[src/rtl/axi_pkg.sv]
// Shared AXI read-side types: AR attribute layout, fixed encodings and the line-reader FSM states.
package axi_pkg;

  localparam logic [1:0] BURST_INCR                  = 2'b01;
  localparam logic [3:0] CACHE_BUFFERABLE_MODIFIABLE = 4'b0011;

  // Width-independent part of the AR channel; address and ID widths vary per port.
  typedef struct packed {
    logic [7:0] len;
    logic [2:0] size;
    logic [1:0] burst;
    logic       lock;
    logic [3:0] cache;
    logic [2:0] prot;
    logic [3:0] qos;
  } axi_ar_attr_t;

  typedef enum logic [2:0] {
    ST_IDLE,
    ST_CALC,
    ST_WAIT_OS,
    ST_ARV,
    ST_DONE
  } rd_state_e;

endpackage

[src/rtl/axi_burst_split.sv]
// Combinational burst sizer: min(beats left, MAX_BURST, beats to the next 4 KB boundary).
// Terms are 13 bits wide so a full 4096-byte distance is representable.
module axi_burst_split #(
  parameter int DATA_BYTES = 4,
  parameter int MAX_BURST  = 256
) (
  input  logic [11:0] i_addr_lo,
  input  logic [12:0] i_beats_left,
  output logic [12:0] o_beats,
  output logic [7:0]  o_len
);

  localparam int          SIZE_LOG2 = $clog2(DATA_BYTES);
  localparam logic [12:0] MAX_B     = 13'(MAX_BURST);

  logic [12:0] w_to4k;
  logic [12:0] w_min;

  always_comb begin
    w_to4k  = (13'd4096 - {1'b0, i_addr_lo}) >> SIZE_LOG2;
    w_min   = (i_beats_left < MAX_B) ? i_beats_left : MAX_B;
    o_beats = (w_to4k < w_min) ? w_to4k : w_min;
    o_len   = 8'(o_beats - 13'd1);
  end

endmodule

[src/rtl/axi_line_reader.sv]
// Scan-out AR generator: each line_req rising edge issues one video line of 4 KB-safe INCR bursts,
// throttled by outstanding bursts; vga_vs low rewinds to frame_base and abandons a line in flight.
module axi_line_reader
  import axi_pkg::*;
#(
  parameter int ADDR_W          = 29,
  parameter int ID_W            = 2,
  parameter int DATA_BYTES      = 4,
  parameter int LINE_BEATS      = 640,
  parameter int MAX_BURST       = 256,
  parameter int MAX_OUTSTANDING = 4,
  parameter int LINE_STRIDE     = 2560,
  parameter int FRAME_LINES     = 480
) (
  input  logic              clk_i,
  input  logic              reset,
  input  logic              vga_vs,
  input  logic              line_req,
  input  logic [ADDR_W-1:0] frame_base,
  output logic [ID_W-1:0]   M_AXI_ARID,
  output logic [ADDR_W-1:0] M_AXI_ARADDR,
  output logic [7:0]        M_AXI_ARLEN,
  output logic [2:0]        M_AXI_ARSIZE,
  output logic [1:0]        M_AXI_ARBURST,
  output logic              M_AXI_ARLOCK,
  output logic [3:0]        M_AXI_ARCACHE,
  output logic [2:0]        M_AXI_ARPROT,
  output logic [3:0]        M_AXI_ARQOS,
  output logic              M_AXI_ARVALID,
  input  logic              M_AXI_ARREADY,
  input  logic              M_AXI_RVALID,
  input  logic              M_AXI_RREADY,
  input  logic              M_AXI_RLAST,
  output logic              busy,
  output logic              line_done,
  output logic              err_overrun
);

  localparam int SIZE_LOG2 = $clog2(DATA_BYTES);
  localparam int LCNT_W    = (FRAME_LINES > 1) ? $clog2(FRAME_LINES) : 1;

  rd_state_e         r_state;
  rd_state_e         w_state_nxt;
  logic [1:0]        r_req_sh;
  logic [ADDR_W-1:0] r_line_base;
  logic [ADDR_W-1:0] r_addr;
  logic [12:0]       r_beats_left;
  logic [ADDR_W-1:0] r_araddr;
  logic [7:0]        r_arlen;
  logic              r_arvalid;
  logic [3:0]        r_os_cnt;
  logic [LCNT_W-1:0] r_line_cnt;
  logic              r_abort;
  logic              r_err_overrun;

  logic              w_start;
  logic              w_ar_hs;
  logic              w_rlast;
  logic              w_slot_free;
  logic              w_issue;
  logic [12:0]       w_beats;
  logic [7:0]        w_len;
  axi_ar_attr_t      w_ar;

  assign w_start     = (r_req_sh == 2'b01);
  assign w_ar_hs     = r_arvalid & M_AXI_ARREADY;
  assign w_rlast     = M_AXI_RVALID & M_AXI_RREADY & M_AXI_RLAST;
  assign w_slot_free = (r_os_cnt < 4'(MAX_OUTSTANDING));

  axi_burst_split #(
    .DATA_BYTES(DATA_BYTES),
    .MAX_BURST (MAX_BURST)
  ) u_split (
    .i_addr_lo   (r_addr[11:0]),
    .i_beats_left(r_beats_left),
    .o_beats     (w_beats),
    .o_len       (w_len)
  );

  always_comb begin
    w_state_nxt = r_state;
    w_issue     = 1'b0;
    case (r_state)
      ST_IDLE: if (w_start) w_state_nxt = ST_CALC;
      ST_CALC, ST_WAIT_OS: begin
        if (!vga_vs) begin
          w_state_nxt = ST_IDLE;
        end else if (w_slot_free) begin
          w_issue     = 1'b1;
          w_state_nxt = ST_ARV;
        end else begin
          w_state_nxt = ST_WAIT_OS;
        end
      end
      // An issued AR is never withdrawn; a vsync abort takes effect after its handshake.
      ST_ARV: begin
        if (M_AXI_ARREADY) begin
          if (r_abort || !vga_vs)        w_state_nxt = ST_IDLE;
          else if (r_beats_left == '0)   w_state_nxt = ST_DONE;
          else                           w_state_nxt = ST_CALC;
        end
      end
      ST_DONE: w_state_nxt = ST_IDLE;
      default: w_state_nxt = ST_IDLE;
    endcase
  end

  always_ff @(posedge clk_i) begin
    if (reset) begin
      r_state       <= ST_IDLE;
      r_req_sh      <= '0;
      r_line_base   <= '0;
      r_addr        <= '0;
      r_beats_left  <= '0;
      r_araddr      <= '0;
      r_arlen       <= '0;
      r_arvalid     <= 1'b0;
      r_os_cnt      <= '0;
      r_line_cnt    <= '0;
      r_abort       <= 1'b0;
      r_err_overrun <= 1'b0;
    end else begin
      r_state  <= w_state_nxt;
      r_req_sh <= vga_vs ? {r_req_sh[0], line_req} : 2'b00;

      if (r_state == ST_IDLE && w_start) begin
        r_addr       <= r_line_base;
        r_beats_left <= 13'(LINE_BEATS);
      end else if (w_issue) begin
        r_addr       <= r_addr + (ADDR_W'(w_beats) << SIZE_LOG2);
        r_beats_left <= r_beats_left - w_beats;
      end

      if (w_issue) begin
        r_araddr  <= r_addr;
        r_arlen   <= w_len;
        r_arvalid <= 1'b1;
      end else if (w_ar_hs) begin
        r_arvalid <= 1'b0;
      end

      if (w_ar_hs && !w_rlast)
        r_os_cnt <= r_os_cnt + 4'd1;
      else if (!w_ar_hs && w_rlast && r_os_cnt != 4'd0)
        r_os_cnt <= r_os_cnt - 4'd1;

      if (r_state == ST_IDLE) r_abort <= 1'b0;
      else if (!vga_vs)       r_abort <= 1'b1;

      if (r_state == ST_IDLE && !vga_vs) begin
        r_line_base <= frame_base;
        r_line_cnt  <= '0;
      end else if (r_state == ST_DONE) begin
        if (r_line_cnt == LCNT_W'(FRAME_LINES - 1)) begin
          r_line_base <= frame_base;
          r_line_cnt  <= '0;
        end else begin
          r_line_base <= r_line_base + ADDR_W'(LINE_STRIDE);
          r_line_cnt  <= r_line_cnt + LCNT_W'(1);
        end
      end

      if (r_state == ST_IDLE && !vga_vs)     r_err_overrun <= 1'b0;
      else if (w_start && r_state != ST_IDLE) r_err_overrun <= 1'b1;
    end
  end

  always_comb begin
    w_ar       = '0;
    w_ar.len   = r_arlen;
    w_ar.size  = 3'(SIZE_LOG2);
    w_ar.burst = BURST_INCR;
    w_ar.cache = CACHE_BUFFERABLE_MODIFIABLE;
  end

  assign M_AXI_ARID    = '0;
  assign M_AXI_ARADDR  = r_araddr;
  assign M_AXI_ARLEN   = w_ar.len;
  assign M_AXI_ARSIZE  = w_ar.size;
  assign M_AXI_ARBURST = w_ar.burst;
  assign M_AXI_ARLOCK  = w_ar.lock;
  assign M_AXI_ARCACHE = w_ar.cache;
  assign M_AXI_ARPROT  = w_ar.prot;
  assign M_AXI_ARQOS   = w_ar.qos;
  assign M_AXI_ARVALID = r_arvalid;

  assign busy        = (r_state != ST_IDLE);
  assign line_done   = (r_state == ST_DONE);
  assign err_overrun = r_err_overrun;

endmodule

[config.mk]
export PLATFORM = sky130hd
export DESIGN_NAME = axi_line_reader
export DESIGN_NICKNAME = d
export VERILOG_FILES = /design/src/rtl/axi_pkg.sv /design/src/rtl/axi_burst_split.sv /design/src/rtl/axi_line_reader.sv
export SDC_FILE = /design/constraint.sdc
export NUM_CORES = 1
export LEC_CHECK = 0
export ABC_CLOCK_PERIOD_IN_PS = 7000
export CORE_MARGIN = 2
export CORE_UTILIZATION = 56
export CTS_CLUSTER_SIZE = 10
export DETAILED_ROUTE_END_ITERATION = 16
export GPL_TIMING_DRIVEN = 0
export PLACE_DENSITY_LB_ADDON = 0.2
export SETUP_SLACK_MARGIN = 0.1
export SLEW_MARGIN = 0
export SYNTH_ARGS = -nofsm -noshare
export SYNTH_HDL_FRONTEND = slang
export SYNTH_SLANG_ARGS = --single-unit
[constraint.sdc]
create_clock -name clk_i -period 7 [get_ports clk_i]
set_input_delay 1.75 -clock clk_i [delete_from_list [all_inputs] [get_ports clk_i]]
set_output_delay 1.75 -clock clk_i [all_outputs]
set_load 0.005 [all_outputs]
==> flow_summary_export.csv <==
group,metric,value,unit
cts,clock_sinks,129,
timing,relSlewSlack,0.199,
setup_path,end_kind,"flip-flop",
yosys,synth_cell_types,77,
floorplan,rows,42,
setup_path,crit_top_cell,"a21oi_1",
setup_path,cp_cell_sequence,"nor4_1, and2_1, buf_1, nand2_1, ha_1, and4_1, a41oi_1, a21oi_1, a21oi_1, o221ai_2, ha_1, fa_1, a21o_1, a21o_1, a21oi_1, o21ai_0, a31oi_1, a2111o_1, clkbuf_1, nor3_1, a21oi_1, a21oi_1",
grt,grt_pass1_vias,6839,
yosys,yosysWarnings,0,
timing,hold_ws,0.452,ns
setup_path,crit_arrival,6.75,ns
grt,grt_first_pass_wirelength,34400,um
setup_path,reg2reg_from,"r_beats_left[12]",
timing,tightestPinTransition,1.19,ns
routing,viasPerCell,5.91,
grt,gr-total-overflow,0,
min_path,hp-class,"reg2reg",
floorplan,die_x,121,um
min_path,hold_path.startpoint,"r_line_base[7]",
yosys,synth_edf_count,0,
yosys,synthArstFlopShare,0,
routing,drtIter0Drc,688,
floorplan,io_pins,97,
setup_path,crit_slowest_cell,"nor4_1",
flow_run,maxCapViolations,0,
setup_path,cp_max_fo,10,
setup_path,critical_path_class,"reg2reg",
routing,drt-total-wl,21900,um
setup_path,crit_path_start_kind,"flip-flop",
setup_path,crit_buf_inv,2,
layout,drive_gt1_frac,0.0614,
placement,dp.cells,1268,
setup_path,startpoint,"r_beats_left[12]",
routing,antenna_left,0,
floorplan,die_y,121,um
power_and_ir_drop,cellPowerDensity,408,nW/um^2
yosys,yosysTopAreaCell,"dfxtp_1",
yosys,synth_area,7660,um^2
placement,dp_hpwl,16000,um
run_status,status,"complete, no violations",
timing,finalSetupViolations,0,
cts,cts_buffer_depth,2,
timing,worst_slack,0.524,ns
timing,fin_setup_tns,0,ns
layout,nNetsFinal,1191,
routing,drt_pass1_iterations,5,
grt,grt_usage,0.300,
grt,grt_max_degree,17,
min_path,hold_depth,2,
cts,numCtsBuffers,17,
yosys,ys_seq_area_frac,0.337,
placement,io_buffers,76,
grt,antenna_found_initial,0,
setup_path,reg2reg_slack,0.52,ns
routing,via_count,7682,
cts,holdBufCountCts,0,
cts,insertion_delay,0.43,ns
yosys,synth_seq_cells,129,
setup_path,r2r-end,"r_addr[24]",
power_and_ir_drop,ir_drop,0.258,mV
placement,preCtsSetupSlack,0.726,ns
yosys,synth_common_cells,"nand2_1, dfxtp_1, a21oi_1",
layout,antenna_cells,0,
yosys,synth_most_common_cell,"nand2_1",
floorplan,die_area,14600,um^2
yosys,synth_top_cell_area_share,0.337,
timing,rsz0062_at_grt,"no",
floorplan,core,13300,um^2
timing,timing.final.hold_violations,0,
power_and_ir_drop,p_leak,3.54,nW
layout,synthToLayoutAreaGrowth,21.3,%
timing,finalCritPeriodShare,0.925,
timing,slew_viol_final,0,
yosys,syn_avg_cell_area,7.71,um^2
setup_path,max_stage_delay,0.61,ns
placement,gp_congestion,0.966,
cts,root_buffer,"clkbuf_16",
timing,fmax,154,MHz
cts,cts_resized,0,
layout,instances_no_fill,1300,
cts,htreeDepth,4,
timing,skew,0.00808,ns
routing,drc,0,
yosys,synth_cells,994,
yosys,synth_area_leaders,"dfxtp_1, nand2_1, ha_1",
yosys,synth_top_flop_cell,"dfxtp_1",
floorplan,initial_core_util,0.576,
setup_path,r2r_cells,22,
min_path,whs_endpoint,"r_line_base[7]",
routing,drt-wirelength-per-cell,16.8,um
cts,cts_setup_buffers,0,
cts,clk_pin_slew,0.06,ns
setup_path,path_delay_family,"compound AO/OA/AOI/OAI gates",
timing,layout_min_cycle_time,6.48,ns
setup_path,crit_required,7.27,ns
cts,cts_tree,"done",
[routing by layer]
layer  up-vias  track usage  wire [um]
met5         -            0          0
met4         0        0.116        501
met3        43       0.0639       1720
met2       319        0.471       9980
met1      3542        0.404       9690
li1       3778            -          -
[cell usage in the layout, fill, tap and decap left out, drive strengths merged, types with 24 or more instances in the layout]
master and n:
dfxtp 129, ha 41, nand2 163, clkdlybuf4s50 76, conb 24, inv 31
o21ai 36, and3 25, nor3 36, nand3 26, a21oi 102, buf 26
xnor2 30, nor2 91, clkbuf 56
[power breakdown]
part           switching (mW)  internal [mW]
Combinational            1.20          0.817
Clock                   0.345          0.508
Sequential              0.102          0.820
Total                    1.65           2.14
[sequential cells by signal (all words and copies together), names as in the netlist]
register       flops
r_addr            29
M_AXI_ARADDR      29
r_state            3
r_line_cnt         9
M_AXI_ARVALID      1
r_beats_left      13
r_abort            1
r_line_base       29
M_AXI_ARLEN        8
r_os_cnt           4
err_overrun        1
r_req_sh           2
[cells by family (layout without fill, tap and decap cells)]
family | after synthesis | count (layout) | share of synthesized area
AOI/OAI and AO/OA | 264 | 264 | 0.223
xor gates and xnor gates | 43 | 43 | 0.0492
adders and majority gates | 43 | 43 | 0.0722
buffers and inverters | 91 | 199 | 0.0545
DFF | 129 | 129 | 0.337
muxes | 8 | 8 | 0.0113
other | 2 | 24 | 0.000980
and+or+nand+nor | 414 | 414 | 0.252
[worst max-delay path by stage]
stage,end,slack (ns),cells after the start
detailed placement,r_addr[26],0.73,22
CTS,r_addr[24],0.65,22
floorplan,r_addr[26],1.45,22
finish,r_addr[24],0.52,22
global route,r_addr[24],0.11,22
global placement,r_addr[24],0.72,22
[layout make-up]
cell class	count	area, um^2
fill	1121	4000
inverter	30	115
tap	176	220
multi-input combinational	796	4740
buffer	61	303
clock buffer	21	460
sequential	129	2580
timing repair buffer	76	761
clock inverter	11	105
[worst min-delay path, stage by stage, from the launching register on]
cell	delay [ns]
dfxtp_1	0.31
nand2_1	0.05
a21oi_1	0.05
[through the flow]
step,power [mW],util,cell area [um^2]
after detailed placement,2.89,0.656,8730
after CTS,3.74,0.699,9290
after floorplan,2.42,-,7740
after global routing,4.03,0.699,9290
after global placement,2.86,0.656,8730
final,3.79,0.699,9290
No activity file was read; power rests on OpenSTA's default activity.
